--- src/rtl/uart_pkg.sv ---
// Shared definitions for the configurable UART receiver: FSM encoding,
// parity mode constants and the parity check helper.
package uart_pkg;

    localparam int unsigned PARITY_NONE = 0;
    localparam int unsigned PARITY_ODD  = 1;
    localparam int unsigned PARITY_EVEN = 2;

    localparam int unsigned BIT_CNT_W = 4;

    typedef enum logic [2:0] {
        ST_IDLE      = 3'd0,
        ST_START     = 3'd1,
        ST_DATA      = 3'd2,
        ST_PARITY    = 3'd3,
        ST_STOP      = 3'd4,
        ST_WAIT_HIGH = 3'd5
    } rx_state_t;

    // data_xor is the XOR of all received data bits; par_bit the sampled parity bit
    function automatic logic parity_error(input logic data_xor, input logic par_bit,
                                          input int unsigned mode);
        logic w_x;
        w_x = data_xor ^ par_bit;
        case (mode)
            PARITY_ODD:  parity_error = ~w_x;
            PARITY_EVEN: parity_error = w_x;
            default:     parity_error = 1'b0;
        endcase
    endfunction

endpackage

--- src/rtl/uart_fifo.sv ---
// First-word-fall-through receive FIFO; a push while full is only accepted
// when a pop happens in the same cycle, otherwise it is dropped and flagged.
module uart_fifo #(
    parameter int unsigned WIDTH = 10,
    parameter int unsigned DEPTH = 4
) (
    input  logic             clk,
    input  logic             rst,
    input  logic             i_push,
    input  logic [WIDTH-1:0] i_wdata,
    input  logic             i_pop,
    output logic [WIDTH-1:0] o_rdata,
    output logic             o_valid,
    output logic             o_drop
);

    localparam int unsigned PTR_W = (DEPTH > 1) ? $clog2(DEPTH) : 1;
    localparam int unsigned CNT_W = $clog2(DEPTH + 1);

    logic [WIDTH-1:0] r_mem [DEPTH];
    logic [PTR_W-1:0] r_wr_ptr;
    logic [PTR_W-1:0] r_rd_ptr;
    logic [CNT_W-1:0] r_count;

    logic w_full;
    logic w_pop;
    logic w_push;

    assign w_full  = (r_count == CNT_W'(DEPTH));
    assign w_pop   = i_pop && (r_count != '0);
    assign w_push  = i_push && (!w_full || w_pop);
    assign o_drop  = i_push && !w_push;
    assign o_valid = (r_count != '0);
    assign o_rdata = r_mem[r_rd_ptr];

    // Pointers wrap naturally because DEPTH is a power of two
    always_ff @(posedge clk) begin
        if (rst) begin
            r_wr_ptr <= '0;
            r_rd_ptr <= '0;
            r_count  <= '0;
            for (int i = 0; i < int'(DEPTH); i++) begin
                r_mem[i] <= '0;
            end
        end else begin
            if (w_push) begin
                r_mem[r_wr_ptr] <= i_wdata;
                r_wr_ptr        <= r_wr_ptr + PTR_W'(1);
            end
            if (w_pop) begin
                r_rd_ptr <= r_rd_ptr + PTR_W'(1);
            end
            case ({w_push, w_pop})
                2'b10:   r_count <= r_count + CNT_W'(1);
                2'b01:   r_count <= r_count - CNT_W'(1);
                default: r_count <= r_count;
            endcase
        end
    end

endmodule

--- src/rtl/uart_rx_cfg.sv ---
// Configurable UART receiver: 2-flop synchroniser, mid-bit sampling FSM with
// optional parity and 1/2 stop bits, feeding a FWFT FIFO of words plus flags.
module uart_rx_cfg
    import uart_pkg::*;
#(
    parameter int unsigned CLKS_PER_BIT = 1250,
    parameter int unsigned DATA_BITS    = 8,
    parameter int unsigned PARITY       = 0,
    parameter int unsigned STOP_BITS    = 1,
    parameter int unsigned FIFO_DEPTH   = 4
) (
    input  logic                 clk,
    input  logic                 rst,
    input  logic                 rx,
    output logic [DATA_BITS-1:0] data,
    output logic                 valid,
    input  logic                 ready,
    output logic                 parity_err,
    output logic                 frame_err,
    output logic                 overrun
);

    localparam int unsigned TMR_W  = $clog2(CLKS_PER_BIT);
    localparam int unsigned HALF   = CLKS_PER_BIT / 2 - 1;
    localparam int unsigned FULL   = CLKS_PER_BIT - 1;
    localparam int unsigned FIFO_W = DATA_BITS + 2;

    if (CLKS_PER_BIT < 8 || DATA_BITS < 5 || DATA_BITS > 9 || PARITY > 2 ||
        STOP_BITS < 1 || STOP_BITS > 2 || FIFO_DEPTH < 2 ||
        (FIFO_DEPTH & (FIFO_DEPTH - 1)) != 0) begin : g_param_check
        $error("uart_rx_cfg: illegal parameter combination");
    end

    logic                 r_rx_meta;
    logic                 r_rx_s;
    rx_state_t            r_state;
    logic [TMR_W-1:0]     r_timer;
    logic [BIT_CNT_W-1:0] r_bit_cnt;
    logic [DATA_BITS-1:0] r_shift;
    logic                 r_perr;
    logic                 r_ferr;
    logic                 r_overrun;

    logic                 w_tick;
    logic                 w_push;
    logic                 w_pop;
    logic                 w_drop;
    logic [FIFO_W-1:0]    w_wdata;
    logic [FIFO_W-1:0]    w_rdata;
    logic                 w_valid;

    // Synchroniser idles high so reset never looks like a start bit
    always_ff @(posedge clk) begin
        if (rst) begin
            r_rx_meta <= 1'b1;
            r_rx_s    <= 1'b1;
        end else begin
            r_rx_meta <= rx;
            r_rx_s    <= r_rx_meta;
        end
    end

    assign w_tick = (r_timer == '0);

    // The final stop sample pushes directly, so the frame error includes that sample
    assign w_push  = (r_state == ST_STOP) && w_tick &&
                     (r_bit_cnt == BIT_CNT_W'(STOP_BITS - 1));
    assign w_wdata = {r_perr, r_ferr | ~r_rx_s, r_shift};

    always_ff @(posedge clk) begin
        if (rst) begin
            r_state   <= ST_IDLE;
            r_timer   <= '0;
            r_bit_cnt <= '0;
            r_shift   <= '0;
            r_perr    <= 1'b0;
            r_ferr    <= 1'b0;
        end else begin
            case (r_state)
                ST_IDLE: begin
                    if (!r_rx_s) begin
                        r_state   <= ST_START;
                        r_timer   <= TMR_W'(HALF);
                        r_bit_cnt <= '0;
                        r_perr    <= 1'b0;
                        r_ferr    <= 1'b0;
                    end
                end
                ST_START: begin
                    if (w_tick) begin
                        r_timer <= TMR_W'(FULL);
                        r_state <= r_rx_s ? ST_IDLE : ST_DATA;
                    end else begin
                        r_timer <= r_timer - TMR_W'(1);
                    end
                end
                ST_DATA: begin
                    if (w_tick) begin
                        r_timer <= TMR_W'(FULL);
                        r_shift <= {r_rx_s, r_shift[DATA_BITS-1:1]};
                        if (r_bit_cnt == BIT_CNT_W'(DATA_BITS - 1)) begin
                            r_bit_cnt <= '0;
                            r_state   <= (PARITY != PARITY_NONE) ? ST_PARITY : ST_STOP;
                        end else begin
                            r_bit_cnt <= r_bit_cnt + BIT_CNT_W'(1);
                        end
                    end else begin
                        r_timer <= r_timer - TMR_W'(1);
                    end
                end
                ST_PARITY: begin
                    if (w_tick) begin
                        r_timer <= TMR_W'(FULL);
                        r_perr  <= parity_error(^r_shift, r_rx_s, PARITY);
                        r_state <= ST_STOP;
                    end else begin
                        r_timer <= r_timer - TMR_W'(1);
                    end
                end
                ST_STOP: begin
                    if (w_tick) begin
                        r_timer <= TMR_W'(FULL);
                        if (!r_rx_s) begin
                            r_ferr <= 1'b1;
                        end
                        if (r_bit_cnt == BIT_CNT_W'(STOP_BITS - 1)) begin
                            r_bit_cnt <= '0;
                            r_state   <= r_rx_s ? ST_IDLE : ST_WAIT_HIGH;
                        end else begin
                            r_bit_cnt <= r_bit_cnt + BIT_CNT_W'(1);
                        end
                    end else begin
                        r_timer <= r_timer - TMR_W'(1);
                    end
                end
                ST_WAIT_HIGH: begin
                    if (r_rx_s) begin
                        r_state <= ST_IDLE;
                    end
                end
                default: r_state <= ST_IDLE;
            endcase
        end
    end

    assign w_pop = w_valid && ready;

    uart_fifo #(
        .WIDTH (FIFO_W),
        .DEPTH (FIFO_DEPTH)
    ) u_fifo (
        .clk     (clk),
        .rst     (rst),
        .i_push  (w_push),
        .i_wdata (w_wdata),
        .i_pop   (w_pop),
        .o_rdata (w_rdata),
        .o_valid (w_valid),
        .o_drop  (w_drop)
    );

    always_ff @(posedge clk) begin
        if (rst) begin
            r_overrun <= 1'b0;
        end else begin
            r_overrun <= w_drop;
        end
    end

    assign data       = w_rdata[DATA_BITS-1:0];
    assign frame_err  = w_rdata[DATA_BITS];
    assign parity_err = w_rdata[DATA_BITS+1];
    assign valid      = w_valid;
    assign overrun    = r_overrun;

endmodule

--- config.mk ---
export PLATFORM = sky130hd
export DESIGN_NAME = uart_rx_cfg
export DESIGN_NICKNAME = d
export VERILOG_FILES = /design/src/rtl/uart_pkg.sv /design/src/rtl/uart_fifo.sv /design/src/rtl/uart_rx_cfg.sv
export SDC_FILE = /design/constraint.sdc
export NUM_CORES = 1
export LEC_CHECK = 0
export BUFFER_PORTS_ARGS = -buffer_cell sky130_fd_sc_hd__clkbuf_2
export CAP_MARGIN = 25
export CORE_ASPECT_RATIO = 0.8
export CORE_UTILIZATION = 25
export DETAILED_ROUTE_END_ITERATION = 16
export GPL_TIMING_DRIVEN = 0
export SYNTH_ARGS = -nofsm -noshare
export SYNTH_HDL_FRONTEND = slang
export SYNTH_SLANG_ARGS = --single-unit
--- constraint.sdc ---
create_clock -name clk -period 3.9 [get_ports clk]
set_input_delay 0.585 -clock clk [delete_from_list [all_inputs] [get_ports clk]]
set_output_delay 0.585 -clock clk [all_outputs]
set_load 0.01 [all_outputs]
==> metrics.yaml <==
pwr:
  intPower_uw: 1757
  power_frac_clock_pct: 38.2
  pwr-share-comb_pct: 23.7
  irDropWorstVdd_mv: 0.2217
  p_sw_uw: 715.5
  p_sw_share_pct: 28.94
  p_leak_uw: 0.001568
  power_density_mw_per_mm2: 576.0
  seqPwrFrac_pct: 38.0
  power_uw: 2472
layout:
  antennaDiodeCount: 0
  fin_nets: 365
  layout-drive-gt1-share_pct: 17.96
  area_delta_synth_final_pct: 18.52
  final_cells: 542
global_route:
  grt_pass1_vias: 2425
  grt-ovfl-total: 0
  grt_pass1_wl_mm: 12.63
  grt_max_degree: 14
  grt_antenna_before_repair: 0
  grt_use_total_pct: 11.43
placement:
  place_hpwl_mm: 5.380
  io_buffers: 14
  gp_congestion: 0.8193
  dp.cells: 525
die:
  die_h_um: 109.6
  placementRows: 38
  fp.dieArea_mm2: 0.01497
  core_area_mm2: 0.01384
  start_util_pct: 26.17
  io_pins: 16
  die_x_um: 136.6
sta:
  tightest_slew_ns: 0.8351
  min_period_ns: 2.764
  slew_headroom_pct: 44.32
  setup_tns_ns: 0
  rsz0062_at_grt: "false"
  maxSlewViolCount: 0
  max_freq_ghz: 0.3618
  period_share_pct: 70.87
  finalHoldViolations: 0
  setup_violations: 0
  fin_skew_ns: 0.008809
clocking:
  root_buffer: "clkbuf_16"
  cts.sinks: 75
  cts_buffers: 9
  cts_tree: "yes"
  cts_setup_buffers: 0
  clk_transition_reported_paths_ns: 0.06
  h-tree-depth: 3
  ctsHoldBuffers: 0
  clk_latency_ns: 0.34
  cts_repair_resize_count: 0
  cts_buffer_depth: 2
critical_path:
  worstPathRequired_ns: 3.95
  crit_type: "flop to flop"
  cp_max_fo: 5
  cp-start-kind: "flop"
  critPathArrivalTime_ns: 2.81
  critPathCaptureType: "flop"
synthesis:
  synth_top_area_share_pct: 29.85
  ys_seq_area_share_pct: 51.42
  synth_most_common_cell: "dfxtp_1"
  ys_ff_latch: 75
  synth_enable_flop_cells: 36
  netlist_instances: 328
  yosysWarnings: 0
  ys_types: 58
  avgSynthCellArea_um2: 11.04
  synthFlopType: "dfxtp_1"
  async_flop_share_pct: 0
  yosys-top-cells-area: "edfxtp_1 (30%), dfxtp_1 (22%), and2_1 (5.9%), mux4_2 (5.6%), nor2_1 (3.8%)"
  syn_area_mm2: 0.003621
  ys_top_cells_by_count: "dfxtp_1 (39), nor2_1 (37), edfxtp_1 (36)"
  synth_top_area_cell: "edfxtp_1"
  syn_nets: 336
run_status:
  outcome: "finished, final reports clean"
route:
  route.detailed.drc: 0
  wirelength_mm: 7.769
  via_count: 2511
  drt-initial-drc-count: 173
  firstDrtPassIters: 4
  antenna_left: 0
  vias_per_cell: 4.633
  wl_per_cell_um: 14.33
worst_hold_path:
  min_path_type: "flop to flop"
run:
  max_cap_violations: 0
layout make-up:
| type | count | area, um^2 |
|---|---|---|
| Tap cell | 180 | 225.2 |
| Sequential cell | 75 | 1862 |
| Buffer | 15 | 67.56 |
| Clock inverter | 5 | 102.6 |
| Fill cell | 1392 | 9544 |
| Clock buffer | 11 | 232.7 |
| Inverter | 11 | 41.29 |
| Multi-Input combinational cell | 227 | 1660 |
| Timing Repair Buffer | 18 | 100.1 |
worst paths after layout:
path | startpoint | to | slack, ns | cells past startpoint
min reg2reg | r_rx_meta | r_rx_s | 0.41 | 1
min | r_rx_meta | r_rx_s | 0.41 | 1
max | r_timer[0] | u_fifo.r_mem[0][2] | 1.14 | 7
max reg2reg | r_timer[0] | u_fifo.r_mem[0][2] | 1.14 | 7
worst max-delay path, cell delays in order, from the launching register on:
cell and delay (ns):
dfxtp_1 0.34, inv_1 0.06, ha_1 0.20, or3b_4 0.40, or3_4 0.41, or2_4 0.29
o31ai_2 0.51, buf_4 0.27
cell families (layout without fill, tap and decap cells):
kind of cell / after synthesis / count (layout) / synth area share [%]
other: 1 / 1 / 0.1036
flip-flops: 75 / 75 / 51.42
buffers and inverters: 26 / 60 / 3.006
AO/OA/AOI/OAI: 52 / 52 / 9.192
AND/OR/NAND/NOR: 142 / 142 / 23.77
XOR/XNOR: 6 / 6 / 1.659
adder cells (fa/ha/maj): 4 / 4 / 1.590
multiplexers: 22 / 22 / 9.260
sequential cells by signal, indices dropped and copies added (netlist names), named ones only:
signal and flops:
r_rx_s 1, r_state 3, u_fifo.r_mem 36, r_timer 11, r_shift 8, r_ferr 1, u_fifo.r_wr_ptr 2, r_bit_cnt 4
overrun 1, u_fifo.r_rd_ptr 2, u_fifo.r_count 3, r_rx_meta 1
cells in the final DEF, fill, tap and decap left out, types with 8 or more instances in the layout:
cell	instances
dfxtp_1	39
nor2_1	37
mux4_2	9
clkbuf_1	10
inv_1	11
clkbuf_2	14
nor2b_1	8
nor3_1	11
and2_1	34
a21oi_1	17
clkbuf_16	9
edfxtp_1	36
nand3_1	9
mux2i_1	11
power groups by stage:
| stage | logic, uW | registers, uW | clock network [uW] |
|---|---|---|---|
| finish | 586 | 941 | 945 |
| CTS | 586 | 940 | 963 |
| global route | 651 | 952 | 997 |
| global placement | 575 | 954 | 0 |
| detailed placement | 584 | 957 | 0 |
| floorplan | 453 | 943 | 0 |
per-layer routing:
layer  vias up  share of wire (%)  GRT usage [%]
met4         0                1.7          4.444
met2        53                 45          16.93
met1      1191                 47          14.88
met5         -                  0              0
met3        12                6.7          4.472
li1       1255                  -              -
stage by stage:
stage	worst slack (ns)	util, %	area [um^2]	hold WS (ns)
after global placement	0.5103	28.31	3916	0.3942
after detailed placement	0.9288	28.54	3949	0.3937
after global routing	1.015	31.02	4292	0.4182
final	1.136	31.02	4292	0.4051
after floorplan	1.128	-	3621	0.3895
after CTS	0.9210	30.96	4284	0.4058
Power figures use the tool's default switching activity.
